===== src/rtl/otter_cache_pkg.sv =====
// Shared types and helpers for the data-cache refill path.
// Line geometry is four 32-bit words, with word0 held in the top bits.
package otter_cache_pkg;

    localparam int unsigned LINE_WORDS    = 4;
    localparam int unsigned WORD_IDX_W    = 2;
    localparam logic [1:0]  MEM_SIZE_WORD = 2'b10;

    typedef enum logic [1:0] {
        IDLE = 2'd0,
        WB   = 2'd1,
        RD   = 2'd2,
        FILL = 2'd3
    } refillState_t;

    // Word k of a line sits at [127-32k -: 32].
    function automatic logic [31:0] lineWord(input logic [127:0] line,
                                             input logic [WORD_IDX_W-1:0] idx);
        logic [31:0] w;
        unique case (idx)
            2'd0: w = line[127:96];
            2'd1: w = line[95:64];
            2'd2: w = line[63:32];
            2'd3: w = line[31:0];
            default: w = '0;
        endcase
        return w;
    endfunction

    // The index is spliced in below the tag, so no carry ever reaches bit 4.
    function automatic logic [31:0] wordAddr(input logic [31:0] base,
                                             input logic [WORD_IDX_W-1:0] idx);
        return {base[31:4], idx, 2'b00};
    endfunction

endpackage


===== src/rtl/line_assembler.sv =====
// Holds the refill line being assembled from memory words.
// Supports one indexed word write per cycle and a synchronous clear.
module line_assembler
    import otter_cache_pkg::*;
(
    input  logic                  clk,
    input  logic                  RESET_N,
    input  logic                  clr,
    input  logic                  wrEn,
    input  logic [WORD_IDX_W-1:0] wrIdx,
    input  logic [31:0]           wrData,
    output logic [127:0]          line
);

    logic [127:0] lineQ;

    always_ff @(posedge clk or negedge RESET_N) begin
        if (!RESET_N) begin
            lineQ <= '0;
        end else if (clr) begin
            lineQ <= '0;
        end else if (wrEn) begin
            unique case (wrIdx)
                2'd0: lineQ[127:96] <= wrData;
                2'd1: lineQ[95:64]  <= wrData;
                2'd2: lineQ[63:32]  <= wrData;
                2'd3: lineQ[31:0]   <= wrData;
                default: ;
            endcase
        end
    end

    assign line = lineQ;

endmodule


===== src/rtl/dcache_refill_ctrl.sv =====
// Data-cache miss handler: optional dirty-victim writeback, four-word line read,
// then a one-cycle fill strobe; stalls the pipeline for the whole sequence.
module dcache_refill_ctrl
    import otter_cache_pkg::*;
(
    input  logic         clk,
    input  logic         RESET_N,
    input  logic         req_rd,
    input  logic         req_wr,
    input  logic [31:0]  req_addr,
    input  logic         miss,
    input  logic         dirty,
    input  logic [31:0]  victim_addr,
    input  logic [127:0] victim_line,
    input  logic [31:0]  mem_dout,
    output logic [31:0]  mem_addr,
    output logic         mem_rden,
    output logic         mem_we,
    output logic [31:0]  mem_din,
    output logic [1:0]   mem_size,
    output logic         mem_sign,
    output logic [127:0] refill_line,
    output logic         refill_valid,
    output logic         stall
);

    refillState_t          stateQ, stateD;
    logic [WORD_IDX_W-1:0] cntQ, cntD;
    logic                  rdTailQ, rdTailD;
    logic [31:0]           lineBaseQ, victimBaseQ;
    logic [127:0]          victimLineQ;
    logic                  missReq;
    logic                  startRefill;
    logic                  capEn;
    logic [WORD_IDX_W-1:0] capIdx;

    assign missReq     = miss & (req_rd | req_wr);
    assign startRefill = (stateQ == IDLE) & missReq;

    always_comb begin
        stateD  = stateQ;
        cntD    = cntQ;
        rdTailD = rdTailQ;
        unique case (stateQ)
            IDLE: begin
                if (missReq) begin
                    stateD  = dirty ? WB : RD;
                    cntD    = '0;
                    rdTailD = 1'b0;
                end
            end
            WB: begin
                if (cntQ == 2'd3) begin
                    stateD = RD;
                    cntD   = '0;
                end else begin
                    cntD = cntQ + 2'd1;
                end
            end
            RD: begin
                // Counter parks at 3 for the extra cycle that collects the last word.
                if (rdTailQ) begin
                    stateD  = FILL;
                    cntD    = '0;
                    rdTailD = 1'b0;
                end else if (cntQ == 2'd3) begin
                    rdTailD = 1'b1;
                end else begin
                    cntD = cntQ + 2'd1;
                end
            end
            FILL: begin
                stateD = IDLE;
            end
            default: begin
                stateD = IDLE;
            end
        endcase
    end

    always_ff @(posedge clk or negedge RESET_N) begin
        if (!RESET_N) begin
            stateQ  <= IDLE;
            cntQ    <= '0;
            rdTailQ <= 1'b0;
        end else begin
            stateQ  <= stateD;
            cntQ    <= cntD;
            rdTailQ <= rdTailD;
        end
    end

    always_ff @(posedge clk or negedge RESET_N) begin
        if (!RESET_N) begin
            lineBaseQ   <= '0;
            victimBaseQ <= '0;
            victimLineQ <= '0;
        end else if (startRefill) begin
            lineBaseQ   <= {req_addr[31:4], 4'h0};
            victimBaseQ <= {victim_addr[31:4], 4'h0};
            victimLineQ <= victim_line;
        end
    end

    always_comb begin
        mem_addr = '0;
        mem_din  = '0;
        mem_we   = 1'b0;
        mem_rden = 1'b0;
        unique case (stateQ)
            WB: begin
                mem_we   = 1'b1;
                mem_addr = wordAddr(victimBaseQ, cntQ);
                mem_din  = lineWord(victimLineQ, cntQ);
            end
            RD: begin
                if (!rdTailQ) begin
                    mem_rden = 1'b1;
                    mem_addr = wordAddr(lineBaseQ, cntQ);
                end
            end
            default: ;
        endcase
    end

    // Read data trails its address by one cycle, so word k-1 lands on read cycle k.
    assign capEn  = (stateQ == RD) & (rdTailQ | (cntQ != 2'd0));
    assign capIdx = rdTailQ ? 2'd3 : cntQ - 2'd1;

    line_assembler u_lineAsm (
        .clk     (clk),
        .RESET_N (RESET_N),
        .clr     (startRefill),
        .wrEn    (capEn),
        .wrIdx   (capIdx),
        .wrData  (mem_dout),
        .line    (refill_line)
    );

    assign refill_valid = (stateQ == FILL);
    assign stall        = (stateQ != IDLE) | missReq;
    assign mem_size     = MEM_SIZE_WORD;
    assign mem_sign     = 1'b0;

endmodule

===== config.mk =====
export PLATFORM = sky130hd
export DESIGN_NAME = dcache_refill_ctrl
export DESIGN_NICKNAME = d
export VERILOG_FILES = /design/src/rtl/otter_cache_pkg.sv /design/src/rtl/line_assembler.sv /design/src/rtl/dcache_refill_ctrl.sv
export SDC_FILE = /design/constraint.sdc
export NUM_CORES = 1
export LEC_CHECK = 0
export CELL_PAD_IN_SITES_DETAIL_PLACEMENT = 0
export CELL_PAD_IN_SITES_GLOBAL_PLACEMENT = 1
export CORE_UTILIZATION = 41
export CTS_BUF_LIST = sky130_fd_sc_hd__clkbuf_4
export CTS_CLUSTER_DIAMETER = 150
export DETAILED_ROUTE_END_ITERATION = 8
export PLACE_DENSITY_LB_ADDON = 0.15
export SKIP_CTS_REPAIR_TIMING = 1
export SLEW_MARGIN = 20
export SYNTH_ARGS = -nofsm -noshare
export SYNTH_HDL_FRONTEND = slang
export SYNTH_SLANG_ARGS = --single-unit

===== constraint.sdc =====
create_clock -name clk -period 5 [get_ports clk]
set_input_delay 1.25 -clock clk [delete_from_list [all_inputs] [get_ports clk]]
set_output_delay 1.25 -clock clk [all_outputs]
set_load 0.02 [all_outputs]

# --- Yosys cells after proc, flatten, opt, wreduce, memory -nomap -nowiden ---
# Index checks and enable logic that the tools add are counted.
# W data, S select, Z words.
op_classes:
  mux: 28
  n_shift: 0
  add_sub_neg: 2
  div_mod_pow: 0
  n_reduce_logical: 19
  magnitude_cmp: 0
  multipliers: 0
  bitwise: 6
  n_eq_ne: 13
ops:
  columns: ["op", "n"]
  rows:
  - ["$mux W128", 2]
  - ["$mux W32", 6]
  - ["$pmux W32 S4", 1]
  - ["$pmux W32 S2", 1]
  - ["$mux W2", 9]
  - ["$reduce_bool A2 Y1", 8]
  - ["$eq A2 B2 Y1 const B", 6]
  - ["$reduce_and A2 Y1", 5]
  - ["$pmux W2 S4", 1]
  - ["$eq A2 B1 Y1 const B", 3]
  - ["$logic_not A2 Y1", 3]
  - ["$mux W1", 6]
  - ["$ne A2 B2 Y1 const B", 3]
  - ["$pmux W2 S3", 1]
  - ["$reduce_and A3 Y1", 2]
  - ["$and A1 B1 Y1", 3]
  - ["$ne A3 B3 Y1 const B", 1]
  - ["$or A1 B1 Y1", 3]
  - ["$reduce_bool A3 Y1", 1]
  - ["$add A2 B1 Y2 const B", 1]
  - ["$pmux W1 S2", 1]
  - ["$sub A2 B1 Y2 const B", 1]
totals:
  ram_bits: 0
  latchBits: 0
  register_bits: 317
  romBits: 0
  inputBits: 230
  mem_count: 0
  elab_cells: 78
  out_inout_bits: 199

# --- Logic depth before layout (Yosys ltp) ---
depth:
  word_depth: 6
  depth_mapped: 8
  mapped_depth_nobuf: 5

# --- Modules after synthesis ---
# Synthesis repeated with hierarchy kept, for this count alone.
unflattened:
  cells_unflattened: 1109
  hier_area_um2: 14950.6
by_module_without_submodules:
  columns: ["mod", "seq_area_each_um2", "area_each_um2", "instances", "cells_each"]
  rows:
  - ["dcache_refill_ctrl", 4729.5, 9263.9, 1, 656]
  - ["line_assembler", 3203.1, 5686.7, 1, 453]

# --- Least setup slack after synthesis ---
# Ideal clock, no wire load.
synth_path:
  path_kind: "reg2out"
  startpoint: "register stateQ[0]"
  endpoint: "output mem_addr[2]"
  arrival_ns: 1.953
  t_required_ns: 3.750
  path_slack_ns: 1.797
  path_buffers: 2
  path_stages_with_launch: 8
  path_cell_list: "dfrtp_1 > inv_1 > ha_1 > nor2b_1 > clkbuf_1 > clkbuf_1 > o21ai_0 > nor2_1"
synth_between:
  elab_chain_cells: 2
  elab_cells_between_ends: 3
  cone_classes: "eq/ne (2); mux (1)"
synth_lines:
  columns: ["item", "line", "rtl"]
  rows:
  - ["start: declaration", "dcache_refill_ctrl.sv:27", "refillState_t stateQ, stateD;"]
  - ["start signal: assignment", "dcache_refill_ctrl.sv:87", "stateQ <= stateD;"]
  - ["$eq A2 B2 Y1 / $eq A2 B1 Y1 (equally long branches)", "dcache_refill_ctrl.sv:110", "unique case (stateQ)"]
  - ["$pmux W32 S2 *", "dcache_refill_ctrl.sv:110", null]
  - ["end: declaration", "dcache_refill_ctrl.sv:16", "output logic [31:0] mem_addr,"]
# Mark *: on every way between the ends. The rest lies on a longest branch, timed or not.

# --- Worst setup path in the final report ---
layout_path:
  startpoint: "register cntQ[1]"
  endpoint: "output mem_din[22]"
layout_between:
  elab_chain_cells: 3
  elab_cells_between_ends: 6
  cone_classes: "eq/ne (3); mux (2); reduce/logical (1)"
layout_lines:
  columns: ["item", "line", "rtl"]
  rows:
  - ["start: declaration", "dcache_refill_ctrl.sv:28", "logic [WORD_IDX_W-1:0] cntQ, cntD;"]
  - ["start signal: assignment", "dcache_refill_ctrl.sv:88", "cntQ <= cntD;"]
  - ["$eq A2 B2 Y1, or another cell as far along", "otter_cache_pkg.sv:20", "unique case (idx)"]
  - ["$pmux W32 S4 *", "otter_cache_pkg.sv:20", null]
  - ["$mux W32 *", "dcache_refill_ctrl.sv:110", null]
  - ["end: declaration", "dcache_refill_ctrl.sv:19", "output logic [31:0] mem_din,"]
# Marks and branches as above.

==> results.json <==
{
  "cts_sinks": 317,
  "synthTopCellsByCount": "dfrtp_1 (317), mux2_2 (184), nand2_1 (162)",
  "setup_ws_ns": 0.463,
  "setup_viol": 0,
  "ff2ff_setup_slack_ns": 1.98,
  "wl_per_cell_um": 19.0,
  "layout.nets": 1826,
  "io_pins": 429,
  "drt.antenna.violating_nets": 0,
  "fp-row-count": 67,
  "wirelength_um": 40000,
  "yosysWarnings": 0,
  "relSlewSlack_pct": 23.9,
  "syn_to_final_growth_pct": 40.7,
  "async_flop_share_pct": 100,
  "numCtsBuffers": 87,
  "yosys.area.top_type": "dfrtp_1",
  "cts-root-buf": "clkbuf_4",
  "overflow": 0,
  "yosysSeqAreaShare_pct": 56.8,
  "cp-start-kind": "flip-flop",
  "clk_path_buf_depth": 3,
  "synth_top_area_share_pct": 56.8,
  "arrival_ns": 3.29,
  "finalSetupTns_ns": 0,
  "core_area_um2": 33500,
  "drt_iter0_markers": 602,
  "track_usage_pct": 23.2,
  "cp-end-kind": "primary output",
  "fill_cells": 2880,
  "pre_cts_slack_ns": 0.815,
  "grt_max_degree": 159,
  "min_period_ns": 4.54,
  "synth-seq-cells": 317,
  "antenna_found_initial": 6,
  "vias_per_cell": 5.11,
  "drive_gt1_share_pct": 22.1,
  "ys.flop_type": "dfrtp_1",
  "syn_avg_cell_area_um2": 12.1,
  "p_leak_uw": 0.00881,
  "min_path_type": "flip-flop to flip-flop",
  "crit_fanout": 13,
  "postSynthCellCount": 1151,
  "p_per_area_nw_per_um2": 621,
  "finClkSkew_ns": 0.0341,
  "slowest_delay_ns": 0.63,
  "dp_hpwl_um": 26200,
  "syn-cell-area_um2": 14000,
  "tightest_slew_ns": 1.14,
  "slew_violations": 0,
  "die_h_um": 186,
  "critPathKind": "flip-flop to primary output",
  "remaining_drc_errors": 0,
  "crit_path_top_delay_cell": "clkdlybuf4s50_1",
  "die_area_um2": 34800,
  "vias": 10800,
  "cpLargestDelayFamily": "buffers and inverters",
  "path_clk_slew_ns": 0.07,
  "synth_edf_count": 0,
  "die_w_um": 186,
  "status": "finished, final reports clean",
  "gp_congestion": 0.776,
  "synthTopCellsByArea": "dfrtp_1 (57%), mux2_2 (15%), mux2i_1 (7.2%)",
  "synth.most_common_cell": "dfrtp_1",
  "grt_pass1_vias": 11400,
  "hold_viol": 0,
  "start_util_pct": 41.6,
  "path_cells": "inv_1 > ha_1 > buf_4 > a222oi_1 > o21ai_0 > and2_1 > clkdlybuf4s50_1",
  "first_pass_iters": 5,
  "htreeDepth": 3,
  "clkLatencyLatePin_ns": 0.71,
  "max_clock_freq_ghz": 0.220,
  "grt_first_pass_wirelength_um": 63500,
  "maxCapViolations": 0,
  "grt_setup_unrepaired": "no",
  "synth_cell_types": 32,
  "ir_drop_mv": 0.294,
  "io_buffers": 415,
  "cp.required_ns": 3.75,
  "fin_crit_sh_pct": 90.7,
  "cts_tree": "done",
  "critPathBufInv": 3
}
[kinds of logic (layout without fill, tap and decap cells)]
group / after synthesis / count (layout) / share of synthesized area, %
AOI/OAI and AO/OA: 167 / 167 / 7.81
adders and majority gates: 11 / 11 / 0.986
buffers and inverters: 102 / 597 / 3.45
DFF: 317 / 317 / 56.8
muxes: 285 / 285 / 22.1
other: 2 / 12 / 0.0538
and+or+nand+nor: 267 / 267 / 8.77
[cells in the final DEF (no fill, tap or decap), types with 19 or more instances in the layout]
| master | count |
|---|---|
| clkdlybuf4s50_1 | 414 |
| dfrtp_1 | 317 |
| mux2_2 | 184 |
| nand2_1 | 162 |
| clkbuf_4 | 145 |
| mux2i_1 | 101 |
| o21ai_0 | 67 |
| a222oi_1 | 32 |
| and2_1 | 32 |
| nand3_1 | 32 |
| a21oi_1 | 32 |
| nor2b_1 | 29 |
| a22oi_1 | 28 |
| buf_4 | 19 |
[metrics by stage]
stage	std cells	area, um2	util (%)	hold WS [ns]	total power [uW]
3_5_place_dp	1944	18500	55.1	0.493	9920
4_1_cts	2097	19600	58.5	0.508	12300
5_1_grt	2103	19600	58.6	0.513	13000
2_1_floorplan	1154	14000	-	0.479	7560
3_3_place_gp	1944	18500	55.1	0.487	9790
6_report	2104	19600	58.6	0.505	12200
[sequential cells by signal, summed over array words and instances (netlist names)]
name / count
victimBaseQ: 28
lineBaseQ: 28
rdTailQ: 1
cntQ: 2
victimLineQ: 128
u_lineAsm.line: 128
stateQ: 2
[area by class of cell]
class	instances	area (um2)	area share, %
Antenna cell	7	17.5	0.0892
Clock buffer	145	1090	5.54
Clock inverter	8	31.3	0.159
Inverter	5	18.8	0.0956
Multi-Input combinational cell	735	5590	28.5
Sequential cell	317	7930	40.4
Tap cell	448	561	2.85
Timing Repair Buffer	439	4400	22.4
[routing by layer]
metal | wire length (um) | vias to the layer above | track usage (%)
met4 | 1360 | 0 | 10.7
met5 | 0 | - | 0
met2 | 18900 | 388 | 37.2
li1 | - | 4982 | -
met1 | 16600 | 5308 | 28.5
met3 | 3130 | 78 | 7.56
[power breakdown]
group | total, uW | switching [uW] | internal (uW) | leakage [uW]
Clock | 2350 | 1060 | 1290 | 0.000682
Sequential | 4380 | 620 | 3760 | 0.00399
Combinational | 5460 | 2790 | 2670 | 0.00413
Total | 12200 | 4470 | 7720 | 0.00881
[worst reg2reg max path: cells and delay by family (launching register included)]
family | cells | cell delay [ns]
buffers and inverters | 1 | 0.22
multiplexers | 1 | 0.28
flip-flops | 1 | 0.50
adder cells (fa/ha/maj) | 1 | 0.30
AND/OR/NAND/NOR | 2 | 1.53
[final timing paths]
kind	from	to	cells after the start
hold reg to reg	lineBaseQ[25]	lineBaseQ[25]	1
max in group asynchronous	RESET_N	u_lineAsm.line[77]	2
setup reg to reg	cntQ[0]	u_lineAsm.line[47]	5
min in group asynchronous	RESET_N	u_lineAsm.line[36]	1
hold / removal	lineBaseQ[25]	lineBaseQ[25]	1
setup / recovery	cntQ[1]	mem_din[22]	7
No activity file was read; power rests on OpenSTA's default activity.
